[config.mk]
export PLATFORM = sky130hd
export DESIGN_NAME = fifo_rr_arbiter
export DESIGN_NICKNAME = d
export VERILOG_FILES = /design/src/rtl/fifo_arb_pkg.sv /design/src/rtl/fifo_rr_arbiter_rr_pick.sv /design/src/rtl/fifo_rr_arbiter.sv
export SDC_FILE = /design/constraint.sdc
export NUM_CORES = 1
export LEC_CHECK = 0
export CAP_MARGIN = 0
export CORE_MARGIN = 10
export CORE_UTILIZATION = 40
export DETAILED_ROUTE_END_ITERATION = 6
export PLACE_DENSITY = 0.85
export SLEW_MARGIN = 20
export SYNTH_ARGS = -nofsm -noshare
export SYNTH_HDL_FRONTEND = slang
export SYNTH_SLANG_ARGS = --single-unit
[constraint.sdc]
create_clock -name clk_i -period 1.9 [get_ports clk_i]
set_input_delay 0.285 -clock clk_i [delete_from_list [all_inputs] [get_ports clk_i]]
set_output_delay 0.285 -clock clk_i [all_outputs]
set_load 0.02 [all_outputs]
[src/rtl/fifo_arb_pkg.sv]
// rtl/fifo_arb_pkg.sv - shared state encoding, default sizes and index-width helper for fifo_rr_arbiter
package fifo_arb_pkg;

    // 2'b11 is unused and decodes back to IDLE in the top-level FSM.
    typedef enum logic [1:0] {
        ST_IDLE   = 2'b00,
        ST_ACTIVE = 2'b01,
        ST_STALL  = 2'b10
    } state_e;

    localparam int N_IN_DEF  = 4;
    localparam int W_DEF     = 6;
    localparam int CNT_W_DEF = 16;

    // Index width for N_IN inputs; never narrower than one bit.
    function automatic int idx_w(input int n);
        return (n <= 2) ? 1 : $clog2(n);
    endfunction

endpackage

[src/rtl/fifo_rr_arbiter_rr_pick.sv]
// rtl/fifo_rr_arbiter_rr_pick.sv - combinational round-robin winner selection
//
// Ports:
//   req_i   [N_IN]   request (non-empty) per input
//   ptr_i   [IDX_W]  index with highest priority this cycle
//   valid_o          at least one request present
//   idx_o   [IDX_W]  winning index
// With ARB_STRICT_PRIO_EN defined the pointer is ignored and the lowest
// requesting index wins.
module rr_pick #(
    parameter int N_IN  = 4,
    parameter int IDX_W = 2
) (
    input  logic [N_IN-1:0]  req_i,
    input  logic [IDX_W-1:0] ptr_i,
    output logic             valid_o,
    output logic [IDX_W-1:0] idx_o
);

    logic [IDX_W-1:0]  eff_ptr;
    logic [N_IN-1:0]   mask;
    logic [2*N_IN-1:0] dbl;
    logic              found;

    always_comb begin
`ifdef ARB_STRICT_PRIO_EN
        eff_ptr = '0;
`else
        eff_ptr = ptr_i;
`endif
        for (int i = 0; i < N_IN; i++) begin
            mask[i] = (i >= int'(eff_ptr));
        end
        // Lower copy holds only requests at/after the pointer, upper copy
        // holds all of them, so a plain LSB-first scan wraps naturally.
        dbl   = {req_i, req_i & mask};
        found = 1'b0;
        idx_o = '0;
        for (int i = 0; i < 2*N_IN; i++) begin
            if (!found && dbl[i]) begin
                found = 1'b1;
                idx_o = (i >= N_IN) ? IDX_W'(i - N_IN) : IDX_W'(i);
            end
        end
        valid_o = found;
    end

endmodule

[src/rtl/fifo_rr_arbiter.sv]
// rtl/fifo_rr_arbiter.sv - round-robin arbiter draining N_IN FWFT input FIFOs into one output FIFO
//
// Ports:
//   clk_i              clock, rising edge
//   rst_ni             asynchronous active-low reset
//   init_i             synchronous clear of pointer/counter, forces IDLE
//   enable_i           arbitration allowed
//   fifo_empty_i [N]   per-input empty flag
//   fifo_data_i  [N*W] head words, input i at [i*W +: W]
//   out_almost_full_i  output FIFO at/above high threshold
//   pop_o        [N]   one-hot pop (combinational)
//   push_o             registered write strobe to output FIFO
//   data_out_o   [W]   registered output word, holds when push_o=0
//   grant_idx_o        last granted input
//   busy_o             state != IDLE
//   words_sent_o       saturating push count
// Build option: ARB_STRICT_PRIO_EN selects fixed lowest-index priority.
module fifo_rr_arbiter
    import fifo_arb_pkg::*;
#(
    parameter int N_IN  = N_IN_DEF,
    parameter int W     = W_DEF,
    parameter int CNT_W = CNT_W_DEF,
    parameter int IDX_W = idx_w(N_IN)
) (
    input  logic              clk_i,
    input  logic              rst_ni,
    input  logic              init_i,
    input  logic              enable_i,
    input  logic [N_IN-1:0]   fifo_empty_i,
    input  logic [N_IN*W-1:0] fifo_data_i,
    input  logic              out_almost_full_i,
    output logic [N_IN-1:0]   pop_o,
    output logic              push_o,
    output logic [W-1:0]      data_out_o,
    output logic [IDX_W-1:0]  grant_idx_o,
    output logic              busy_o,
    output logic [CNT_W-1:0]  words_sent_o
);

    state_e             state_q, state_d;
    logic [IDX_W-1:0]   rr_ptr_q, rr_ptr_d;
    logic [IDX_W-1:0]   grant_q, grant_d;
    logic               push_q, push_d;
    logic [W-1:0]       data_q, data_d;
    logic [CNT_W-1:0]   cnt_q, cnt_d;

    logic [N_IN-1:0]    req;
    logic               win_valid;
    logic [IDX_W-1:0]   win_idx;
    logic               any_req;
    logic               pop_en;

    assign req     = ~fifo_empty_i;
    assign any_req = |req;

    rr_pick #(
        .N_IN  (N_IN),
        .IDX_W (IDX_W)
    ) u_pick (
        .req_i   (req),
        .ptr_i   (rr_ptr_q),
        .valid_o (win_valid),
        .idx_o   (win_idx)
    );

    // Popping is allowed in IDLE too, so the first word leaves the same
    // cycle the FSM decides to go ACTIVE. rst_ni gates it so pop drops
    // immediately when reset asserts.
    assign pop_en = rst_ni && enable_i && !init_i && !out_almost_full_i &&
                    (state_q != ST_STALL) && win_valid;

    always_comb begin
        pop_o = '0;
        if (pop_en) begin
            pop_o[win_idx] = 1'b1;
        end
    end

    always_comb begin
        state_d = state_q;
        if (init_i) begin
            state_d = ST_IDLE;
        end else begin
            case (state_q)
                ST_IDLE: begin
                    if (enable_i && any_req) begin
                        state_d = out_almost_full_i ? ST_STALL : ST_ACTIVE;
                    end
                end
                ST_ACTIVE: begin
                    if (!enable_i || !any_req) begin
                        state_d = ST_IDLE;
                    end else if (out_almost_full_i) begin
                        state_d = ST_STALL;
                    end
                end
                ST_STALL: begin
                    if (!enable_i || !any_req) begin
                        state_d = ST_IDLE;
                    end else if (!out_almost_full_i) begin
                        state_d = ST_ACTIVE;
                    end
                end
                default: state_d = ST_IDLE;
            endcase
        end
    end

    always_comb begin
        rr_ptr_d = rr_ptr_q;
        grant_d  = grant_q;
        data_d   = data_q;
        push_d   = pop_en;
        if (pop_en) begin
            grant_d = win_idx;
            data_d  = fifo_data_i[int'(win_idx)*W +: W];
`ifdef ARB_STRICT_PRIO_EN
            rr_ptr_d = '0;
`else
            rr_ptr_d = (win_idx == IDX_W'(N_IN - 1)) ? '0 : win_idx + 1'b1;
`endif
        end
        if (init_i) begin
            rr_ptr_d = '0;
        end
        // The push of a word popped last cycle still lands during init;
        // only the count is cleared.
        cnt_d = cnt_q;
        if (init_i) begin
            cnt_d = '0;
        end else if (push_q && (cnt_q != {CNT_W{1'b1}})) begin
            cnt_d = cnt_q + 1'b1;
        end
    end

    always_ff @(posedge clk_i or negedge rst_ni) begin
        if (!rst_ni) begin
            state_q  <= ST_IDLE;
            rr_ptr_q <= '0;
            grant_q  <= '0;
            push_q   <= 1'b0;
            data_q   <= '0;
            cnt_q    <= '0;
        end else begin
            state_q  <= state_d;
            rr_ptr_q <= rr_ptr_d;
            grant_q  <= grant_d;
            push_q   <= push_d;
            data_q   <= data_d;
            cnt_q    <= cnt_d;
        end
    end

    assign push_o       = push_q;
    assign data_out_o   = data_q;
    assign grant_idx_o  = grant_q;
    assign busy_o       = (state_q != ST_IDLE);
    assign words_sent_o = cnt_q;

endmodule

==> impl_metrics.prom <==
# TYPE chip_impl_metric gauge
chip_impl_metric{name="fp.dieH",unit="um"} 85.8
chip_impl_metric{name="drive_gt1_share",unit="%"} 28.9
chip_impl_metric{name="wire_length_of_the_first_global_routing_pass",unit="um"} 9180
chip_impl_metric{name="clock_sinks",unit=""} 29
chip_impl_metric{name="leakage",unit="nW"} 1.26
chip_impl_metric{name="cts_max_path_bufs",unit=""} 2
chip_impl_info{name="violations",value="setup timing"} 1
chip_impl_metric{name="number_of_synthesized_flops_with_an_enable_pin",unit=""} 0
chip_impl_metric{name="design.die.area",unit="um2"} 7370
chip_impl_metric{name="grt_overflow",unit=""} 0
chip_impl_info{name="yosys.area.top_type",value="sky130_fd_sc_hd__dfrtp_1"} 1
chip_impl_info{name="worst_r2r_endpoint",value="words_sent_o[10]"} 1
chip_impl_metric{name="dieWidth",unit="um"} 85.8
chip_impl_metric{name="grt_start_max_net_pins",unit=""} 30
chip_impl_metric{name="period_share",unit="%"} 113
chip_impl_metric{name="synth-async-reset-ratio",unit="%"} 100
chip_impl_metric{name="antenna_found_initial",unit=""} 0
chip_impl_metric{name="postSynthRegisterBits",unit=""} 29
chip_impl_metric{name="seq_power_share",unit="%"} 41.0
chip_impl_metric{name="synth.net_count",unit=""} 223
chip_impl_info{name="crit-reg2reg-launch",value="words_sent_o[0]"} 1
chip_impl_metric{name="regToRegSetupSlack",unit="ps"} 40
chip_impl_metric{name="net-switching-power",unit="uW"} 482
chip_impl_metric{name="synthDistinctLibCells",unit=""} 41
chip_impl_metric{name="worst_slew_margin_relative_to_its_limit",unit="%"} 74.5
chip_impl_metric{name="number_of_global_route_vias_before_repair",unit=""} 1915
chip_impl_info{name="postSynth.topFlopCell",value="sky130_fd_sc_hd__dfrtp_1"} 1
chip_impl_metric{name="fillCellCount",unit=""} 312
chip_impl_metric{name="ys_seq_area_share",unit="%"} 41.9
chip_impl_metric{name="power_switching_share",unit="%"} 28.4
chip_impl_metric{name="row_count",unit=""} 23
chip_impl_metric{name="inserted_clock_buffers",unit=""} 5
chip_impl_metric{name="core_area",unit="um2"} 4090
chip_impl_metric{name="timing.final.crit_period",unit="ps"} 2160
chip_impl_metric{name="syn-mean-instance-area",unit="um2"} 9.37
chip_impl_info{name="final_cell_mix",value="54 x sky130_fd_sc_hd__clkdlybuf4s50_1, 38 x sky130_fd_sc_hd__buf_4, 27 x sky130_fd_sc_hd__dfrtp_1"} 1
chip_impl_info{name="cts_tree",value="yes"} 1
chip_impl_metric{name="diodes",unit=""} 0
chip_impl_metric{name="drtIter0Drc",unit=""} 66
chip_impl_metric{name="met2_wirelength",unit="um"} 2800
chip_impl_metric{name="ys_warn_count",unit=""} 0
chip_impl_metric{name="required",unit="ps"} 1620
chip_impl_metric{name="via_count",unit=""} 1782
chip_impl_info{name="worstSetupStartpointType",value="flip-flop"} 1
chip_impl_metric{name="routability_driven_placement_congestion_ratio",unit=""} 0.772
chip_impl_metric{name="tightestPinTransition",unit="ps"} 383
chip_impl_info{name="worstSetupEndpointType",value="primary output"} 1
chip_impl_metric{name="finalWorstSetupSlack",unit="ps"} -256
chip_impl_metric{name="post_drt_via_cell_ratio",unit=""} 5.29
chip_impl_metric{name="syn_area",unit="um2"} 1730
chip_impl_metric{name="track_usage",unit="%"} 15.3
chip_impl_metric{name="clock_latency",unit="ps"} 270
chip_impl_metric{name="final_antenna_net_count",unit=""} 0
chip_impl_info{name="type_of_the_tightest_min_delay_check",value="reg2reg"} 1
chip_impl_metric{name="critical_path_peak_fanout",unit=""} 6
chip_impl_metric{name="maxClockFrequency",unit="MHz"} 464
chip_impl_metric{name="cts_htree_levels",unit=""} 2
chip_impl_metric{name="slew_viol_final",unit=""} 0
chip_impl_metric{name="power_report.internal_total",unit="mW"} 1.22
chip_impl_metric{name="path_clk_slew",unit="ps"} 60
chip_impl_metric{name="pin_count",unit=""} 63
chip_impl_metric{name="postSynthCellCount",unit=""} 185
chip_impl_metric{name="pre_cts_slack",unit="ps"} -879
chip_impl_metric{name="power_density",unit="nW/um2"} 587
chip_impl_info{name="synth_top_cells_by_area",value="sky130_fd_sc_hd__dfrtp_1 42%, sky130_fd_sc_hd__mux2i_1 7.5%, sky130_fd_sc_hd__nand3b_1 5.6%"} 1
chip_impl_metric{name="power.ir.vdd_worst",unit="mV"} 0.414
chip_impl_metric{name="met3WireLength",unit="um"} 561
chip_impl_metric{name="final-hold-violation-count",unit=""} 0
chip_impl_info{name="critical_path_class",value="reg2out"} 1
chip_impl_metric{name="power.share.combinational",unit="%"} 28.6
chip_impl_metric{name="total_of_endpoints_with_negative_setup_slack_in_the_final_report",unit=""} 4
chip_impl_metric{name="fin_area",unit="um2"} 2900
chip_impl_metric{name="timing.max_cap.violations",unit=""} 0
chip_impl_metric{name="ff2ff_path_depth",unit=""} 6
chip_impl_metric{name="start_util",unit="%"} 42.4
chip_impl_info{name="layout.cells.most_common",value="sky130_fd_sc_hd__clkdlybuf4s50_1"} 1
chip_impl_metric{name="detail_route.wirelength.met1",unit="um"} 2230
chip_impl_metric{name="drt-pass1-iter-count",unit=""} 4
chip_impl_metric{name="clock_skew",unit="ps"} 7.67
chip_impl_info{name="outcome",value="finished with violations"} 1
chip_impl_metric{name="post_drt_wl_per_cell",unit="um"} 17.1
chip_impl_metric{name="final_net_count",unit=""} 324
chip_impl_info{name="top_layer_used",value="met4"} 1
chip_impl_info{name="clock-root-buffer",value="sky130_fd_sc_hd__clkbuf_8"} 1
chip_impl_metric{name="wl",unit="um"} 5770
chip_impl_info{name="cp-endpoint",value="pop_o[0]"} 1
chip_impl_metric{name="place.port_buffers",unit=""} 62
chip_impl_metric{name="placedInstanceArea",unit="um2"} 2670
chip_impl_info{name="setup.worst_path.start",value="rr_ptr_q[0]"} 1
chip_impl_metric{name="dpl.hpwl",unit="um"} 4250
chip_impl_metric{name="synth_top_area_share",unit="%"} 41.9
chip_impl_metric{name="worst-endpoint-arrival",unit="ps"} 1870
chip_impl_metric{name="remaining_drc_errors",unit=""} 0
chip_impl_info{name="rsz0062_at_grt",value="true"} 1
chip_impl_metric{name="flow.area_growth_from_synthesis",unit="%"} 67.1
chip_impl_metric{name="clockPowerShare",unit="%"} 30.4
[repair_timing]
| item | in CTS | in global routing |
|---|---|---|
| buffers inserted | 4 | 2 |
| hold buffers | 0 | 0 |
| resized for setup | 46 | 12 |
| cloned | 0 | 1 |
| pin swaps | 2 | 3 |
| setup endpoints to repair | 6 | 17 |
[layout make-up]
type	count	area (um2)	share of cell area, %
flip-flops and latches	29	728	25.1
repair buffers	103	933	32.2
clock buffers	8	90.1	3.11
multi-input cells	142	1060	36.5
well taps	50	62.6	2.16
inverters	5	23.8	0.821
[synthesized netlist by cell type, types with 3 or more instances]
library cell               count
sky130_fd_sc_hd__a21oi_1       7
sky130_fd_sc_hd__nand2b_1      4
sky130_fd_sc_hd__clkbuf_1      4
sky130_fd_sc_hd__nand4_1       6
sky130_fd_sc_hd__and2_1        4
sky130_fd_sc_hd__nand3_1       4
sky130_fd_sc_hd__nor3_1        3
sky130_fd_sc_hd__mux2i_1      13
sky130_fd_sc_hd__nand3b_1     13
sky130_fd_sc_hd__dfrtp_1      29
sky130_fd_sc_hd__o21ai_0      13
sky130_fd_sc_hd__nor2_1       17
sky130_fd_sc_hd__xor2_1        6
sky130_fd_sc_hd__inv_1         4
sky130_fd_sc_hd__ha_1          5
sky130_fd_sc_hd__and3_1        6
sky130_fd_sc_hd__xnor2_1       3
sky130_fd_sc_hd__nand2_1       9
sky130_fd_sc_hd__o22ai_1       6
sky130_fd_sc_hd__buf_2         4
[power groups by stage]
stage	clock network [mW]	logic (mW)	registers (mW)
2_1_floorplan	0	0.129	0.764
3_3_place_gp	0	0.437	0.705
3_5_place_dp	0	0.447	0.707
4_1_cts	0.530	0.472	0.696
5_1_grt	0.565	0.520	0.702
6_report	0.516	0.486	0.697
[critical path, cell delays in order (launching register included)]
cell                      delay [ps]
sky130_fd_sc_hd__dfrtp_1         420
sky130_fd_sc_hd__nor2_2           70
sky130_fd_sc_hd__or3_4           330
sky130_fd_sc_hd__a22oi_2         150
sky130_fd_sc_hd__buf_6           170
sky130_fd_sc_hd__inv_6            50
sky130_fd_sc_hd__ha_4            150
sky130_fd_sc_hd__and2_4          130
sky130_fd_sc_hd__buf_6           120
[kinds of logic after synthesis]
family | synth area share (%)
adder cells (fa/ha/maj) | 3.61
AND/OR/NAND/NOR | 25.3
buffers and inverters | 3.54
AO/OA/AOI/OAI | 13.6
flip-flops | 41.9
XOR/XNOR | 4.55
multiplexers | 7.51
[state kept, by name (all words and copies together) (netlist names)]
name / cells
data_out_o: 6
grant_idx_o: 2
push_o: 1
rr_ptr_q: 2
state_q: 2
words_sent_o: 16
[through the flow]
step | utilization [%] | power, mW | hold WS [ps] | cells | TNS (ps)
after floorplan | - | 0.893 | -10.6 | 185 | 0
after global placement | 65.2 | 1.14 | 473 | 325 | -4410
after detailed placement | 65.2 | 1.15 | 481 | 325 | -5300
after CTS | 69.9 | 1.70 | 504 | 337 | -670
after global routing | 70.9 | 1.79 | 535 | 337 | -1170
final | 70.9 | 1.70 | 500 | 337 | -932
[metal layers]
| layer | GRT usage [%] | vias to the layer above |
|---|---|---|
| met3 | 8.14 | 19 |
| met4 | 4.79 | 0 |
| li1 | - | 866 |
| met5 | 0 | - |
| met2 | 27.0 | 76 |
| met1 | 15.2 | 821 |
[worst min path at each step]
stage | startpoint | endpoint | slack (ps) | depth (start not counted)
final | grant_idx_o[0] | grant_idx_o[0] | 500 | 2
after global routing | rst_ni | words_sent_o[8] | 530 | 2
after CTS | grant_idx_o[0] | grant_idx_o[0] | 500 | 2
after detailed placement | grant_idx_o[0] | grant_idx_o[0] | 480 | 2
after global placement | grant_idx_o[0] | grant_idx_o[0] | 470 | 2
after floorplan | rst_ni | data_out_o[0] | -10 | 0
No activity file was read; power rests on OpenSTA's default activity.
